`src/rtl/wireframe_scanout.sv`:
```
// rtl/wireframe_scanout.sv - raster-order frame buffer scan-out with optional clear-on-read
//
// Ports:
//   clk, n_rst         clock, synchronous active-low reset
//   start, clear_en    begin a frame scan; clear_en sampled with start
//   busy, frame_done   scan in progress / one-cycle end-of-frame pulse
//   sram_addr          SRAM address, shared by read and clear-write
//   sram_write_en      SRAM write strobe (clear mode issue cycles only)
//   sram_data_in       SRAM write data, always 0
//   sram_data_out      SRAM read data, one cycle after the address
//   pix_valid/ready    output pixel stream handshake
//   pix_data, pix_x, pix_y, pix_sof, pix_eol   pixel payload and markers
module wireframe_scanout #(
  parameter int WIDTH      = 640,
  parameter int HEIGHT     = 480,
  parameter int ADDR_WIDTH = 19
) (
  input  logic                      clk,
  input  logic                      n_rst,
  input  logic                      start,
  input  logic                      clear_en,
  output logic                      busy,
  output logic                      frame_done,
  output logic [ADDR_WIDTH-1:0]     sram_addr,
  output logic                      sram_write_en,
  output logic                      sram_data_in,
  input  logic                      sram_data_out,
  output logic                      pix_valid,
  input  logic                      pix_ready,
  output logic                      pix_data,
  output logic [$clog2(WIDTH)-1:0]  pix_x,
  output logic [$clog2(HEIGHT)-1:0] pix_y,
  output logic                      pix_sof,
  output logic                      pix_eol
);

  localparam int XW = $clog2(WIDTH);
  localparam int YW = $clog2(HEIGHT);
  localparam logic [ADDR_WIDTH-1:0] LAST_ADDR = ADDR_WIDTH'(WIDTH * HEIGHT - 1);
  localparam logic [XW-1:0]         X_LAST    = XW'(WIDTH - 1);

  typedef enum logic [1:0] {IDLE, SCAN, DRAIN} state_t;

  typedef struct packed {
    logic          data;
    logic [XW-1:0] x;
    logic [YW-1:0] y;
    logic          sof;
    logic          eol;
  } entry_t;

  state_t                state;
  logic [ADDR_WIDTH-1:0] addr;
  logic [ADDR_WIDTH-1:0] addr_hold;
  logic [XW-1:0]         x;
  logic [YW-1:0]         y;
  logic                  clr;

  // tags of the read currently in flight, aligned with sram_data_out
  logic                  inflight;
  logic [XW-1:0]         tag_x;
  logic [YW-1:0]         tag_y;
  logic                  tag_sof;
  logic                  tag_eol;

  entry_t                fifo [2];
  logic                  rd_ptr;
  logic                  wr_ptr;
  logic [1:0]            count;

  logic                  pop;
  logic                  push;
  logic                  issue;
  entry_t                head;

  assign pop  = pix_valid & pix_ready;
  assign push = inflight;

  // Credit rule: entries held plus the read in flight, minus the one leaving
  // this cycle, must leave room; written without subtraction to stay unsigned.
  assign issue = n_rst && (state == SCAN) &&
                 (({1'b0, count} + {2'b00, inflight}) < (3'd2 + {2'b00, pop}));

  assign sram_addr     = issue ? addr : addr_hold;
  assign sram_write_en = issue & clr;
  assign sram_data_in  = 1'b0;

  assign pix_valid = (count != 2'd0);
  assign head      = fifo[rd_ptr];
  // payload is forced to zero when nothing is presented so reset/idle is clean
  assign pix_data  = pix_valid & head.data;
  assign pix_x     = pix_valid ? head.x : '0;
  assign pix_y     = pix_valid ? head.y : '0;
  assign pix_sof   = pix_valid & head.sof;
  assign pix_eol   = pix_valid & head.eol;

  always_ff @(posedge clk) begin
    if (!n_rst) begin
      state      <= IDLE;
      busy       <= 1'b0;
      frame_done <= 1'b0;
      addr       <= '0;
      addr_hold  <= '0;
      x          <= '0;
      y          <= '0;
      clr        <= 1'b0;
      inflight   <= 1'b0;
      tag_x      <= '0;
      tag_y      <= '0;
      tag_sof    <= 1'b0;
      tag_eol    <= 1'b0;
      rd_ptr     <= 1'b0;
      wr_ptr     <= 1'b0;
      count      <= 2'd0;
    end else begin
      frame_done <= 1'b0;
      inflight   <= issue;

      if (issue) begin
        tag_x     <= x;
        tag_y     <= y;
        tag_sof   <= (addr == '0);
        tag_eol   <= (x == X_LAST);
        addr_hold <= addr;
      end

      if (push) begin
        fifo[wr_ptr] <= '{data: sram_data_out, x: tag_x, y: tag_y, sof: tag_sof, eol: tag_eol};
        wr_ptr       <= ~wr_ptr;
      end
      if (pop) rd_ptr <= ~rd_ptr;
      count <= count + {1'b0, push} - {1'b0, pop};

      case (state)
        IDLE: begin
          // frame_done still high means the previous frame ends this cycle
          if (start && !frame_done) begin
            state <= SCAN;
            busy  <= 1'b1;
            addr  <= '0;
            x     <= '0;
            y     <= '0;
            clr   <= clear_en;
          end
        end
        SCAN: begin
          if (issue) begin
            if (addr == LAST_ADDR) begin
              state <= DRAIN;
            end else begin
              addr <= addr + 1'b1;
              if (x == X_LAST) begin
                x <= '0;
                y <= y + 1'b1;
              end else begin
                x <= x + 1'b1;
              end
            end
          end
        end
        DRAIN: begin
          // finish on the edge of the last handshake so frame_done follows it directly
          if (!inflight && ((count == 2'd0) || ((count == 2'd1) && pop))) begin
            state      <= IDLE;
            busy       <= 1'b0;
            frame_done <= 1'b1;
          end
        end
        default: state <= IDLE;
      endcase
    end
  end

endmodule

```
`config.mk`:
```
export PLATFORM = sky130hd
export DESIGN_NAME = wireframe_scanout
export DESIGN_NICKNAME = d
export VERILOG_FILES = /design/src/rtl/wireframe_scanout.sv
export SDC_FILE = /design/constraint.sdc
export NUM_CORES = 1
export LEC_CHECK = 0
export BUFFER_PORTS_ARGS = -buffer_cell sky130_fd_sc_hd__buf_2
export CAP_MARGIN = 0
export CORE_AREA = 2 2 105 118
export CTS_CLUSTER_DIAMETER = 150
export DETAILED_ROUTE_END_ITERATION = 6
export DIE_AREA = 0 0 107 120
export GPL_ROUTABILITY_DRIVEN = 0
export PLACE_DENSITY = 0.72
export SLEW_MARGIN = 30
export SYNTH_ARGS = -nofsm -noshare
export SYNTH_HDL_FRONTEND = slang
export SYNTH_SLANG_ARGS = --single-unit
```
`constraint.sdc`:
```
create_clock -name clk -period 3 [get_ports clk]
set_input_delay 0.3 -clock clk [delete_from_list [all_inputs] [get_ports clk]]
set_output_delay 0.3 -clock clk [all_outputs]
set_load 0.01 [all_outputs]
```
==> results of run 1 <==
-- state kept, by name, indices dropped and copies added (netlist names), named ones only --
signal      cells
fifo           44
addr           19
addr_hold      19
tag_x          10
x              10
tag_y           9
y               9
count           2
state           2
busy            1
clr             1
frame_done      1
inflight        1
rd_ptr          1
tag_eol         1
tag_sof         1
wr_ptr          1
-- worst max-delay path, stage by stage (launching register included) --
cell and delay, ps:
dfxtp_1 360, ha_1 220, ha_1 290, o21a_1 120, or3_2 500, buf_12 210
mux2_4 310, buf_2 140
-- worst max path at each step --
stage                         from                   end  slack, ps
3_5_place_dp   inflight$_SDFF_PN0_     y[4]$_SDFFE_PN0P_        540
6_report       inflight$_SDFF_PN0_          sram_addr[4]        140
2_1_floorplan                n_rst  fifo[0][0]$_DFFE_PP_        640
3_3_place_gp   inflight$_SDFF_PN0_          sram_addr[4]        610
5_1_grt        inflight$_SDFF_PN0_         sram_addr[15]         50
4_1_cts        inflight$_SDFF_PN0_          sram_addr[4]        130
-- metal layers --
layer / track usage / part of all wire
met1: 0.251 / 0.44
met2: 0.342 / 0.50
met3: 0.0435 / 0.041
met4: 0.101 / 0.019
met5: 0 / 0
-- metrics by stage --
stage,hold slack (ps),cells
finish,84.0,793
global route,82.1,793
CTS,78.9,793
detailed placement,443,761
global placement,435,761
floorplan,399,584
-- cell families after synthesis --
| kind of cell | count (synthesis) | synth area share |
|---|---|---|
| AOI/OAI and AO/OA | 109 | 0.129 |
| xor gates and xnor gates | 5 | 0.00738 |
| buffers and inverters | 59 | 0.0453 |
| other | 1 | 0.000632 |
| and+or+nand+nor | 225 | 0.187 |
| muxes | 44 | 0.0903 |
| DFF | 133 | 0.523 |
| adders and majority gates | 8 | 0.0169 |
-- cells in the final DEF (no fill, tap or decap), types with 6 or more instances in the layout --
master	count
buf_2	50
mux2i_1	25
mux2_4	19
nand4_1	13
and4_1	7
clkbuf_16	17
inv_1	15
nor3_1	9
o21ai_0	11
nor4_1	6
nand2_1	74
o311ai_0	9
edfxtp_1	44
a211oi_1	6
nand3_1	20
or3_1	6
o31ai_1	8
buf_4	15
dfxtp_1	89
o21a_1	6
a21oi_1	26
ha_1	8
and2_1	21
nor2_1	44
-- area by class of cell --
class,instances,area [µm²]
fill,1019,4810
inverter,15,56.3
multi-input combinational,392,2570
tap,154,193
clock buffer,18,429
sequential,133,3100
timing repair buffer,67,403
clock inverter,14,150
-- synthesized netlist by cell type (4+ instances only) --
master / count / area (µm²)
a211oi_1: 6 / 45.0
inv_1: 15 / 56.3
edfxtp_1: 44 / 1320
and4_1: 7 / 61.3
o2bb2ai_1: 4 / 35.0
mux2i_1: 25 / 250
buf_2: 14 / 70.1
o21a_1: 6 / 45.0
o22ai_1: 5 / 31.3
nand4_1: 13 / 81.3
nor4_1: 6 / 37.5
or2_2: 4 / 25.0
and3_1: 5 / 31.3
o21ai_0: 11 / 55.1
o31ai_1: 8 / 60.1
buf_4: 4 / 30.0
o211ai_1: 5 / 37.5
o41ai_1: 4 / 35.0
o311ai_0: 9 / 78.8
ha_1: 8 / 100
a31oi_1: 5 / 31.3
dfxtp_1: 89 / 1780
nor3_1: 9 / 45.0
nor2_1: 45 / 169
nand3_1: 20 / 100
and2_1: 21 / 131
nand2_1: 74 / 278
mux2_4: 19 / 285
a21oi_1: 26 / 130
o221a_2: 5 / 56.3
a2111oi_0: 4 / 35.0
or3_1: 7 / 43.8
clkbuf_1: 22 / 82.6
-- power by group through the flow --
stage,registers (mW),clock network [mW],logic [mW]
3_5_place_dp,1.97,0,0.646
4_1_cts,1.93,2.02,0.647
6_report,1.93,2.00,0.641
2_1_floorplan,1.96,0,0.457
5_1_grt,1.94,2.12,0.707
3_3_place_gp,1.97,0,0.630
==> summary.txt, run 1 <==
Timing
  • F_max: 0.349 GHz
  • Tcrit/Tclk final: 0.954
  • Final Hold Vio Count: 0
  • Max-slew violations: 0
  • Slew margin rel.: 0.463
  • Post-layout minimum cycle time: 2860 ps
  • # setup viols final: 0
  • Unrepaired setup endpoints after global routing: no
  • Post-route setup slack: 137 ps
  • Setup TNS: 0 ps
  • Final Skew: 6.71 ps
  • Worst Tran Pin Value: 805 ps

Pwr
  • Pwr Total: 4.57 mW
  • Net Switching: 1.20 mW
  • Sequential share of power: 0.422
  • Internal Power: 3.38 mW
  • Cell Pwr Density: 663 nW/µm²
  • Logic pwr share: 0.140
  • Switching share of power: 0.262
  • Clock Power Share: 0.438
  • Worst VDD drop: 403 µV
  • Leakage: 2.59 nW

Finish
  • Post-route cell area: 6900 µm²
  • Area Overhead vs Synth: 16.4%
  • Final-stage net count: 640
  • Layout Utilization: 0.589
  • Layout cells sized above 1: 0.214
  • # diodes: 0

Critical path
  • Crit Reg-Reg Endpoint: y[4]$_SDFFE_PN0P_
  • Crit. End Element: output pin
  • Crit path kind: reg -> out
  • Arr. time, crit path: 2560 ps
  • Worst R2R Setup Slack: 470 ps
  • CP Max Fanout: 22
  • FF-to-FF path depth: 6
  • Worst R2R Start: inflight$_SDFF_PN0_
  • Startpoint Class: flip-flop
  • CP required: 2700 ps

Floorplan
  • I/O pin total: 52
  • Core Region: 11700 µm²
  • Die area: 12800 µm²
  • Initial Util: 0.506
  • # rows: 42
  • Die Ht: 120 µm
  • Die Width: 107 µm

Outcome
  • Outcome: finished clean

Clock network
  • Clock Pin Slew Worst Setup and Hold Paths: 60 ps
  • CTS buffer count: 17
  • CTS tree: done
  • Worst-Skew Late Latency: 410 ps
  • Clock Path Buffers: 2
  • Clk root buf: clkbuf_16
  • Clock sinks: 133
  • Post-CTS setup buffer count: 0
  • Htree depth: 4
  • CTS Hold Buffers Added: 0
  • Post-cts resize count: 0

Routing
  • Drt drc: 0
  • Wire length per cell: 15.6 µm
  • Post-route ant nets: 0
  • DR vias: 4496
  • Drt total wl: 12300 µm
  • Vias per inst: 5.67
  • 1st-iter DRT viols: 248
  • Drt first pass iters: 5

Yosys
  • Register bit total from synthesis: 133
  • Yosys cell types: 55
  • Seq/Total Area, Yosys: 0.523
  • Ys Warns: 0
  • Cell count after synthesis: 584
  • Post-Syn Area: 5930 µm²
  • EDFF count, synth: 44
  • Syn avg cell area: 10.2 µm²
  • Synth Net Count: 598
  • Synth Flop Type: dfxtp_1
  • Post-synth ARST share: 0

GRT
  • Largest net degree at the start of global routing: 35
  • First-pass GRT wire length: 21000 µm
  • Number of global-route vias before repair: 4414
  • Overall Global Routing Usage: 0.205
  • GR Overflow Total: 0
  • Initial antenna violation count: 0

Placement
  • I/O Buffers: 50
  • Post-Place Setup Slack: 538 ps
  • DP HPWL: 8280 µm
  • Post-DP Area: 6320 µm²

Hold path
  • Worst hold endpoint: fifo[1][21]$_DFFE_PP_
  • Worst hold path class: in -> reg
  • Hold path depth: 1
  • HP Start: sram_data_out

Flow run
  • Max Cap Viol: 0
No activity file was read; power rests on OpenSTA's default activity.
==> inputs of run 2 (changes only) <==
BUFFER_PORTS_ARGS = unset   (was -buffer_cell sky130_fd_sc_hd__buf_2)
DONT_BUFFER_PORTS = 1   (was unset)
HOLD_SLACK_MARGIN = 0.02   (was unset)
PLACE_DENSITY = 0.66   (was 0.72)
==> run 2 against run 1 <==
  * Sequential cell count stayed put
  * Critical path type unchanged
  * Power is 0.84% higher
  * Critical path depth is 1 lower
  * Clock power is 7% higher
  * Clock-buffer cell count is 1 higher
  * First-iteration DRC count is 1.6% higher
  * Hold slack worse by 34 ps
  * Non-clock buffer count is 53 lower
  * Highest routed layer unchanged
  * Register-to-register slack better by 80 ps
  * Global-route usage is 0.24 points lower
  * Via count is 4.0% lower
==> summary.txt, run 2 (synthesis results as in run 1) <==
Routing
  • Drt total wl: 12200 µm (-1.0%)
  • Post-route ant nets: 0 (unchanged)
  • Vias per inst: 5.83 (+2.9%)
  • 1st-iter DRT viols: 252 (+1.6%)
  • Wire length per cell: 16.5 µm (+6.1%)
  • DR vias: 4316 (-4.0%)
  • Drt first pass iters: 4 (-1)
  • Drt drc: 0 (unchanged)

Critical path
  • Crit path kind: reg -> out
  • CP required: 2700 ps (about the same)
  • CP Max Fanout: 50 (+130%)
  • Startpoint Class: flip-flop
  • Crit. End Element: output pin
  • Arr. time, crit path: 2510 ps (-50 ps)

Clock network
  • CTS buffer count: 17 (unchanged)
  • CTS tree: done
  • Clock Path Buffers: 2 (unchanged)
  • Post-CTS setup buffer count: 0 (unchanged)
  • Clock Pin Slew Worst Setup and Hold Paths: 60 ps (about the same)
  • Htree depth: 4 (unchanged)
  • Clk root buf: clkbuf_16
  • Worst-Skew Late Latency: 410 ps (about the same)
  • Clock sinks: 133 (unchanged)

Timing
  • Setup TNS: 0 ps (unchanged)
  • Max-slew violations: 0 (unchanged)
  • Final Skew: 8.23 ps (+1.52 ps)
  • F_max: 0.356 GHz (+2.0%)
  • Slew margin rel.: 0.577 (+0.114)
  • Final Hold Vio Count: 0 (unchanged)
  • Worst Tran Pin Value: 629 ps (-176 ps)
  • WHS: 49.6 ps (-34.4 ps)
  • # setup viols final: 0 (unchanged)
  • Unrepaired setup endpoints after global routing: no
  • Post-layout minimum cycle time: 2810 ps (-57.4 ps)
  • Tcrit/Tclk final: 0.935 (-0.0191)

GRT
  • First-pass GRT wire length: 20600 µm (-1.9%)
  • GR Overflow Total: 0 (unchanged)
  • Overall Global Routing Usage: 0.203 (-0.00236)
  • Initial antenna violation count: 0 (unchanged)
  • Number of global-route vias before repair: 4364 (-1.1%)
  • Largest net degree at the start of global routing: 51 (+46%)

Floorplan
  • Die Ht: 120 µm (unchanged)
  • Initial Util: 0.506 (unchanged)
  • Die area: 12800 µm² (unchanged)
  • I/O pin total: 52 (unchanged)
  • # rows: 42 (unchanged)
  • Core Region: 11700 µm² (unchanged)
  • Die Width: 107 µm (unchanged)

Finish
  • Leading cell type in the layout, fill and taps excluded: dfxtp_1
  • Layout cells sized above 1: 0.135 (-0.0796)
  • Commonest cells after routing, fill and taps aside: dfxtp_1 (89), nand2_1 (74), nor2_1 (44), edfxtp_1 (44), a21oi_1 (26)
  • Area Overhead vs Synth: 12.3%
  • Max reg flops: 44 (unchanged)
  • Biggest regs: fifo (44), addr (19), addr_hold (19)
  • Most flops, register: fifo
  • Final-stage net count: 587 (-8.3%)
  • # diodes: 0 (unchanged)
  • Layout Utilization: 0.569 (-0.0204)
  • FILL cells: 1016 (-0.29%)

Pwr
  • Pwr Total: 4.61 mW (+0.84%)
  • Leakage: 2.31 nW (-11%)
  • Worst VDD drop: 382 µV (-5.1%)
  • Cell Pwr Density: 692 nW/µm² (+4.5%)

Placement
  • I/O Buffers: 0 (-100%)
  • DP HPWL: 7900 µm (-4.7%)

Outcome
  • Outcome: finished clean

Hold path
  • Worst hold path class: in -> reg

Flow run
  • Max Cap Viol: 0 (unchanged)
-- run 2: changes by cell type in the layout (fill, tap and decap cells not counted) --
cell | before | now
inv_6 | 4 | 1
buf_4 | 15 | 9
clkinv_4 | 2 | 1
clkinv_2 | 3 | 2
bufinv_16 | 2 | 4
clkinvlp_4 | 3 | 4
clkinv_1 | 0 | 1
clkbuf_1 | 1 | 2
buf_2 | 50 | 0
dlygate4sd3_1 | 0 | 3
buf_12 | 2 | 1
buf_6 | 0 | 1
-- run 2: final cells by class --
type                    instances  area (µm²)  area share
repair buffers                 14         129      0.0193
multi-input cells             392        2570       0.386
well taps                     154         193      0.0289
inverters                      15        56.3     0.00845
flip-flops and latches        133        3100       0.466
clock inverters                13         181      0.0272
clock buffers                  19         433      0.0650
-- run 2: layer usage --
layer / share of wire / vias to the layer above / GRT usage
li1: - / 2103 / -
met1: 0.43 / 2089 / 0.238
met2: 0.51 / 104 / 0.341
met3: 0.043 / 20 / 0.0532
met4: 0.019 / 0 / 0.102
met5: 0 / - / 0
-- run 2: stage by stage --
stage | instances | instance area (µm²) | setup slack, ps
3_3_place_gp | 705 | 6010 | 507
2_1_floorplan | 584 | 5930 | 640
4_1_cts | 740 | 6660 | 93.1
6_report | 740 | 6670 | 195
3_5_place_dp | 705 | 6010 | 471
5_1_grt | 740 | 6670 | 95.0
-- run 2: report_power, final --
part	leakage [nW]	total, mW	switching, mW	internal [mW]
Sequential	1.11	1.93	0.0321	1.90
Combinational	0.921	0.542	0.361	0.181
Clock	0.287	2.14	0.753	1.39
Total	2.31	4.61	1.15	3.47
-- run 2: worst paths after layout --
check	cells past startpoint	start	end	slack (ps)
worst max-delay path	6	inflight$_SDFF_PN0_	sram_addr[7]	190
worst min-delay path	2	clear_en	clr$_SDFFE_PN0P_	50
worst max register to register	7	inflight$_SDFF_PN0_	addr[14]$_SDFFE_PN0P_	550
worst min register to register	0	tag_y[1]$_SDFFE_PN0P_	fifo[0][3]$_DFFE_PP_	450
-- run 2: timing repair --
action | in CTS | in global routing
hold endpoints to repair | 19 | 0
gates resized for setup | 0 | 1
endpoints found under the setup margin | 0 | 18
hold buffers | 3 | 0
-- run 2: worst max-delay path, stage by stage (launching register included) --
cell	delay [ps]
dfxtp_1	360
ha_1	220
ha_1	300
o21a_1	120
or3_2	430
buf_6	270
mux2_4	370
